File: src/rtl/vga_pkg.sv
// vga_pkg: shared types and defaults for the on-screen object controllers.
// Imported by the gravity controller and its helpers.
package vga_pkg;

    typedef enum logic [1:0] {IDLE, FALL, RISE, REST} obj_state_t;

    localparam int FLOOR_Y_DEF = 534;

endpackage

File: src/rtl/falling_obj_ctl_tick_gen.sv
// tick_gen: physics tick divider; o_tick is high for one cycle every TICK_DIV cycles.
// i_clr restarts the period so the first tick lands exactly TICK_DIV cycles later.
module tick_gen #(
    parameter int TICK_DIV = 400_000
) (
    input  logic clk,
    input  logic rst,
    input  logic i_clr,
    output logic o_tick
);

    localparam int CW = (TICK_DIV > 1) ? $clog2(TICK_DIV) : 1;
    localparam logic [CW-1:0] LAST = CW'(TICK_DIV - 1);

    logic [CW-1:0] r_cnt;

    assign o_tick = (r_cnt == LAST);

    always_ff @(posedge clk or posedge rst) begin
        if (rst) begin
            r_cnt <= '0;
        end else if (i_clr || o_tick) begin
            r_cnt <= '0;
        end else begin
            r_cnt <= r_cnt + CW'(1);
        end
    end

endmodule

File: src/rtl/falling_obj_ctl.sv
// falling_obj_ctl: mouse-following object that drops on left-click,
// falls under integer gravity, bounces with damping and comes to rest.
module falling_obj_ctl
    import vga_pkg::*;
#(
    parameter int W          = 12,
    parameter int TICK_DIV   = 400_000,
    parameter int FLOOR_Y    = FLOOR_Y_DEF,
    parameter int GRAVITY    = 1,
    parameter int VEL_MAX    = 64,
    parameter int DAMP_SHIFT = 1,
    parameter int MIN_BOUNCE = 4
) (
    input  logic         clk,
    input  logic         rst,
    input  logic         mouse_left,
    input  logic [W-1:0] mouse_xpos,
    input  logic [W-1:0] mouse_ypos,
    output logic [W-1:0] xpos,
    output logic [W-1:0] ypos,
    output logic         busy,
    output logic         landed
);

    localparam logic [W-1:0] FLOOR  = W'(FLOOR_Y);
    localparam logic [W-1:0] GRAV   = W'(GRAVITY);
    localparam logic [W-1:0] VMAX   = W'(VEL_MAX);
    localparam logic [W-1:0] VBOUNC = W'(MIN_BOUNCE);

    obj_state_t r_state, w_next;
    logic r_left_q, r_landed;
    logic [W-1:0] r_xpos, r_ypos, r_vel;
    logic [W-1:0] w_xpos, w_ypos, w_vel;
    logic [W-1:0] w_vnew, w_vdamp;
    logic [W:0] w_vsum, w_ysum, w_ydiff;
    logic w_click, w_tick, w_clr;

    assign w_click = mouse_left & ~r_left_q;
    // Any state change restarts the tick period
    assign w_clr = (w_next != r_state);

    tick_gen #(.TICK_DIV(TICK_DIV)) u_tick (
        .clk    (clk),
        .rst    (rst),
        .i_clr  (w_clr),
        .o_tick (w_tick)
    );

    // One extra bit keeps velocity and position sums from wrapping
    assign w_vsum  = {1'b0, r_vel} + {1'b0, GRAV};
    assign w_vnew  = (w_vsum >= {1'b0, VMAX}) ? VMAX : w_vsum[W-1:0];
    assign w_vdamp = w_vnew - (w_vnew >> DAMP_SHIFT);
    assign w_ysum  = {1'b0, r_ypos} + {1'b0, w_vnew};
    assign w_ydiff = {1'b0, r_ypos} - {1'b0, r_vel};

    always_comb begin
        w_next = r_state;
        w_xpos = r_xpos;
        w_ypos = r_ypos;
        w_vel  = r_vel;
        unique case (r_state)
            IDLE: begin
                if (w_click) begin
                    w_vel = '0;
                    if (mouse_ypos >= FLOOR) begin
                        w_ypos = FLOOR;
                        w_next = REST;
                    end else begin
                        w_next = FALL;
                    end
                end else begin
                    w_xpos = mouse_xpos;
                    w_ypos = (mouse_ypos < FLOOR) ? mouse_ypos : FLOOR;
                end
            end
            FALL: begin
                if (w_tick) begin
                    if (w_ysum >= {1'b0, FLOOR}) begin
                        w_ypos = FLOOR;
                        if (w_vnew >= VBOUNC) begin
                            w_vel  = w_vdamp;
                            w_next = RISE;
                        end else begin
                            w_vel  = '0;
                            w_next = REST;
                        end
                    end else begin
                        w_ypos = w_ysum[W-1:0];
                        w_vel  = w_vnew;
                    end
                end
            end
            RISE: begin
                if (w_tick) begin
                    w_ypos = w_ydiff[W] ? '0 : w_ydiff[W-1:0];
                    if (r_vel <= GRAV) begin
                        w_vel  = '0;
                        w_next = FALL;
                    end else begin
                        w_vel = r_vel - GRAV;
                    end
                end
            end
            REST: begin
                w_ypos = FLOOR;
                w_vel  = '0;
                if (w_click) begin
                    w_next = IDLE;
                end
            end
            default: w_next = IDLE;
        endcase
    end

    always_ff @(posedge clk or posedge rst) begin
        if (rst) begin
            r_state  <= IDLE;
            r_left_q <= 1'b0;
            r_xpos   <= '0;
            r_ypos   <= '0;
            r_vel    <= '0;
            r_landed <= 1'b0;
        end else begin
            r_state  <= w_next;
            r_left_q <= mouse_left;
            r_xpos   <= w_xpos;
            r_ypos   <= w_ypos;
            r_vel    <= w_vel;
            r_landed <= (w_next == REST) && (r_state != REST);
        end
    end

    assign xpos   = r_xpos;
    assign ypos   = r_ypos;
    assign busy   = (r_state == FALL) || (r_state == RISE);
    assign landed = r_landed;

endmodule

File: config.mk
export PLATFORM = sky130hd
export DESIGN_NAME = falling_obj_ctl
export DESIGN_NICKNAME = d
export VERILOG_FILES = /design/src/rtl/vga_pkg.sv /design/src/rtl/falling_obj_ctl_tick_gen.sv /design/src/rtl/falling_obj_ctl.sv
export SDC_FILE = /design/constraint.sdc
export NUM_CORES = 1
export LEC_CHECK = 0
export ABC_AREA = 0
export CAP_MARGIN = 30
export CORE_UTILIZATION = 59
export DETAILED_ROUTE_END_ITERATION = 10
export PLACE_DENSITY = 0.89
export REMOVE_ABC_BUFFERS = 1
export SLEW_MARGIN = 20
export SYNTH_ARGS = -nofsm -noshare
export SYNTH_HDL_FRONTEND = slang
export SYNTH_SLANG_ARGS = --single-unit
File: constraint.sdc
create_clock -name clk -period 5.1 [get_ports clk]
set_clock_uncertainty 0.15 [all_clocks]
set_input_delay 1.02 -clock clk [delete_from_list [all_inputs] [get_ports clk]]
set_output_delay 1.02 -clock clk [all_outputs]
set_load 0.02 [all_outputs]
# After elaboration in Yosys (flattened, before gate mapping)
# Cells that the tools add are included.
# Widths: inputs -> output; s select.
[word_totals]
register_bits = 59
latchBits = 0
mem_bits_rw = 0
romBits = 0
inputBits = 27
wordCells = 66
mem_count = 0
[classes]
addsub = 6
mul = 0
div = 0
n_lt_le_gt_ge = 6
n_eq_ne = 11
shift = 0
muxes = 26
bitwise = 3
n_reduce_logical = 7
[ops]
columns = ["cell", "count"]
rows = [
  ["$mux 12", 14],
  ["$pmux 12 s4", 2],
  ["$add 19x1->19 const B", 1],
  ["$eq 19x19->1 const B", 1],
  ["$mux 19", 1],
  ["$mux 2", 7],
  ["$add 12x1->13 const B", 1],
  ["$add 12x12->13", 1],
  ["$ge 13x10->1 const B", 1],
  ["$ge 13x7->1 const B", 1],
  ["$sub 12x12->13", 1],
  ["$ge 12x10->1 const B", 1],
  ["$ge 12x3->1 const B", 1],
  ["$le 12x1->1 const B", 1],
  ["$lt 12x10->1 const B", 1],
  ["$sub 12x1->12 const B", 1],
  ["$sub 12x11->12", 1],
  ["$pmux 2 s4", 1],
  ["$eq 2x2->1 const B", 3],
  ["$reduce_and 3->1", 2],
  ["$ne 2x1->1 const B", 2],
  ["$ne 2x2->1 const B", 2],
  ["$ne 3x3->1 const B", 1],
  ["$eq 2x1->1 const B", 1],
  ["other kinds (8)", 10],
]

# Logic depth before layout (Yosys ltp)
# Gate-level depths: netlist of the first run.
[logic_depth]
depth_word = 11
ltp_mapped = 18
ltp_nobuf = 17

# Modules after synthesis
# From an unflattened synthesis of the first run, not the netlist that was laid out.
[hier_totals]
hier_cells = 633
hier_area_um2 = 5351.4
[modules_own_cells]
columns = ["mod", "instances", "cells_each", "area_per_inst_um2", "seq_area_each_um2"]
rows = [
  ["falling_obj_ctl", 1, 532, 4332.9, 1001.0],
  ["tick_gen", 1, 101, 1018.5, 475.5],
]

# Worst setup path after synthesis of the first run
# Ideal clock, no wire load.
[synth_path]
path_type = "flip-flop to flip-flop"
start = "register r_vel[2]"
end = "register r_vel[5]"
setup_time_ns = 0.124
t_arrival_ns = 3.899
required_time_ns = 4.826
path_slack_ns = 0.927
stages_incl_launch_ff = 19
path_buffers = 1
synth_period_minus_slack_ns = 4.173
cell_sequence = "dfrtp_1 -> clkbuf_1 -> and3_1 -> nand3_1 -> mux2i_1 -> nand3_1 -> inv_1 -> nand2_1 -> inv_1 -> ha_1 -> fa_1 -> and3_4 -> or3_1 -> o311ai_2 -> nand2_2 -> o41a_1 -> nor3_4 -> nor3_1 -> a211o_1"
[synth_via]
elab_chain_cells = 8
elab_cells_between_ends = 15
cone_classes = "add/sub: 4; order compare: 4; mux: 7"
[synth_lines]
columns = ["element", "line", "text"]
rows = [
  ["start: declaration", "falling_obj_ctl.sv:32", "logic [W-1:0] r_xpos, r_ypos, r_vel;"],
  ["start signal: assignment", "falling_obj_ctl.sv:128", "r_vel <= w_vel;"],
  ["$add 12x1->13", "falling_obj_ctl.sv:50", "assign w_vsum = {1'b0, r_vel} + {1'b0, GRAV};"],
  ["$ge 13x7->1", "falling_obj_ctl.sv:51", "assign w_vnew = (w_vsum >= {1'b0, VMAX}) ? VMAX : w_vsum[W-1:0];"],
  ["$mux 12", "falling_obj_ctl.sv:51", ""],
  ["$add 12x12->13 (tied with other cells)", "falling_obj_ctl.sv:53", "assign w_ysum = {1'b0, r_ypos} + {1'b0, w_vnew};"],
  ["$ge 13x10->1 or $mux 12 (tied branches)", "falling_obj_ctl.sv:78, falling_obj_ctl.sv:80", ""],
  ["$mux 12", "falling_obj_ctl.sv:78", "if (w_ysum >= {1'b0, FLOOR}) begin"],
  ["$mux 12", "falling_obj_ctl.sv:77", "if (w_tick) begin"],
  ["$pmux 12 s4 *", "falling_obj_ctl.sv:61", "unique case (r_state)"],
]
# Every way passes the cells marked *; elsewhere a longest branch is shown, timed or not. The select of a mux whose other input is x is not followed.
# A chain may end at the register's enable or synchronous reset.

# Worst setup path in the final report of the first run
[layout_path]
start = "register r_vel[0]"
end = "register r_vel[5]"
# The elaborated chain is that of the path after synthesis.

==> impl_results.md, run 1 <==
* DRC at 0
* Rel. slew slack at 38.0%
* FMAX at 211 MHz
* RSZ-0062 raised after global routing: false
* Worst hold path class: flip-flop to flip-flop
* DP Area at 5920 µm²
* Commonest non-fill, non-tap cell in the layout: nor2_1
* Synth Area in Simple Gates at 20.0%
* Clk sinks at 59
* Post-CTS setup buffer count at 0
* Clock latency on the worst-skew pair at 350 ps
* Post-layout util at 70.7%
* Grt total ovfl at 0
* YS warnings at 0
* Routed WL at 14.4 mm
* Flops & latches, synth at 59
* CTS tree: yes
* Nets at 753
* Core Region at 8680 µm²
* Slew @ Worst Pin at 926 ps
* Clock Tree Buf Depth at 2
* Post-synthesis cell count at 597
* Die Y at 96.5 µm
* Gr usage total at 32.8%
* Synthesized cell area at 5270 µm²
* Width of the chip at 96.5 µm
* Post-Route Setup TNS at 0 ps
* Worst-path fanout max at 10
* Post-CTS Resized at 0
* CTS Root Buffer Type: clkbuf_8
* Post-synth EDFFs at 0
* Main combinational cell family by area after synthesis: compound AO/OA/AOI/OAI gates
* Initial antenna violation count at 0
* First-pass GRT wire length at 23.0 mm
* Critical Path End Type: flip-flop
* Min Tclk post-route at 4750 ps
* Via count at 4905
* PortBufs at 52
* Power density cells at 775 nW/µm²
* Post-synthesis cell type count at 79
* Via count of the first global-routing pass at 4803
* Setup-failing EPs final at 0
* Critical Path RT at 5190 ps
* Total die area at 9310 µm²
* Asr flop ratio synth at 100%
* Final hold vios at 0
* Slew Viols, Final at 0
* Compound-Gate Fraction of Synth Area at 22.2%
* Final RePlAce weighted congestion at 0.990
* Post-synth top area share at 28.0%
* Post-synthesis mux area share at 4.09%
* Initial DRC count at 386
* Critical path data arrival time at 4840 ps
* Antenna diodes at 0
* Multi-input gate area at 3600 µm²
* Outcome: finished, final reports clean
* # Max-Cap Violations at 0
* I/O Pins at 53
* Commonest non-fill, non-tap cells in the layout: nor2_1 (61), dfrtp_1 (59), ha_1 (52), clkdlybuf4s50_1 (52), inv_1 (43)
* Final worst-path cycle share at 93.1%
* Largest net degree at the start of global routing at 40
* Layout cell share with drive strength beyond 1 at 9.19%
* Register Area at 1480 µm²
* DR WL/cell at 18.4 µm
* Post-route design area at 6140 µm²
* Via density at 6.26
* First-pass iteration count of the detailed router at 5
* CP startpoint kind: flip-flop
* Leak Pwr at 2.67 nW
* Post-route ant nets at 0
* Mapped Avg Cell Area at 8.82 µm²
* Initial Utilization at 60.7%
* Synth Area in Adders at 13.5%
* Clock-pin slew of the registers on the worst-case setup and hold paths at 70 ps
* Main flop type after synthesis: dfrtp_1
* Num rows at 34
* Tot Pwr at 0.00476 W
* H-tree levels at 3
* Sequential element share of the synthesized area at 28.0%
* DP HPWL at 11.1 mm
* CP Class: flip-flop to flip-flop
* Ranking of synthesized cells by area: dfrtp_1 (28%), ha_1 (12%), nor2_1 (4.3%)
* Hold buffers post-CTS at 0
* VDD IR-drop max at 0.442 mV
* Post-Synth XOR/XNOR Area at 6.82%
* Largest area contributor in the netlist: dfrtp_1
* # fillers at 639
* Synth-to-Final Area Change at 16.6%
* TritonCTS buffer count at 9
[state kept, by name, summed over array words and instances (netlist names)]
signal,count
r_state,2
xpos,12
u_tick.r_cnt,19
r_left_q,1
r_vel,12
ypos,12
landed,1
[worst max-delay path, stage by stage, from the launching register on]
cell and delay (ps):
dfrtp_1 550, ha_1 270, nand3_1 100, mux2i_1 140, nand3_1 210, inv_1 170, nand2_1 150, inv_1 70
ha_1 230, fa_1 410, and3_4 190, or3_1 390, o311ai_2 110, nand2_2 140, o41a_1 480, nor3_4 430
nor3_1 140, a211o_1 300
[final timing paths]
check	depth (start not counted)	slack [ps]	start	to
min in group asynchronous	2	850	rst	r_vel[3]$_DFFE_PP0P_
setup / recovery	17	350	r_vel[0]$_DFFE_PP0P_	r_vel[5]$_DFFE_PP0P_
hold / removal	1	360	xpos[3]$_DFFE_PP0P_	xpos[3]$_DFFE_PP0P_
setup reg to reg	17	350	r_vel[0]$_DFFE_PP0P_	r_vel[5]$_DFFE_PP0P_
max in group asynchronous	3	3060	rst	u_tick.r_cnt[13]$_DFF_PP0_
hold reg to reg	1	360	xpos[3]$_DFFE_PP0P_	xpos[3]$_DFFE_PP0P_
[routing by layer]
| metal | global-route usage [%] | vias up | wire length [µm] |
|---|---|---|---|
| met5 | 0 | - | 0 |
| li1 | - | 2311 | - |
| met2 | 54.9 | 196 | 6910 |
| met3 | 4.38 | 46 | 767 |
| met1 | 41.6 | 2352 | 6150 |
| met4 | 16.4 | 0 | 565 |
[report_power, final]
part	leakage, nW	switching [W]	internal (W)
Clock	0.0974	0.000190	0.000248
Sequential	0.767	0.000191	0.000620
Combinational	1.81	0.00208	0.00143
Total	2.67	0.00246	0.00230
[synthesized netlist by cell type (12+ instances only)]
cell type  count
nand2_1       33
a21oi_1       33
mux2_2        12
xor2_1        15
xnor2_1       26
inv_1         44
o21ai_0       22
dfrtp_1       59
ha_1          52
a31oi_1       12
nor2_1        61
nand3_1       26
[cell type report]
| type | instances | area share (%) |
|---|---|---|
| multi-input cells | 499 | 58.6 |
| well taps | 108 | 2.20 |
| repair buffers | 58 | 9.21 |
| clock buffers | 11 | 2.47 |
| inverters | 44 | 2.69 |
| flip-flops and latches | 59 | 24.0 |
| clock inverters | 4 | 0.815 |
[logic make-up after synthesis]
| logic type | Yosys count |
|---|---|
| compound gates | 158 |
| xor+xnor | 41 |
| fa+ha+maj | 55 |
| buf+inv | 60 |
| flops | 59 |
| mux | 20 |
| other cells | 2 |
| simple gates | 202 |
[per-stage QoR]
| step | cells | hold slack [ps] | setup slack, ps |
|---|---|---|---|
| after floorplan | 602 | 297 | 983 |
| after global placement | 766 | 321 | 652 |
| after global routing | 783 | 374 | 101 |
| final | 783 | 356 | 352 |
| after CTS | 781 | 358 | 447 |
| after detailed placement | 766 | 343 | 465 |
(Power assumes the default switching activity.)
==> inputs of run 2 (changes only) <==
--- a/config.mk
+++ b/config.mk
@@ -9,6 +9,7 @@
 export CAP_MARGIN = 30
 export CORE_UTILIZATION = 59
 export DETAILED_ROUTE_END_ITERATION = 10
+export GPL_TIMING_DRIVEN = 1
 export PLACE_DENSITY = 0.89
 export REMOVE_ABC_BUFFERS = 1
 export SLEW_MARGIN = 20
==> results of run 2 <==
No change in the layout: final DEF, timing and power equal those of run 1.
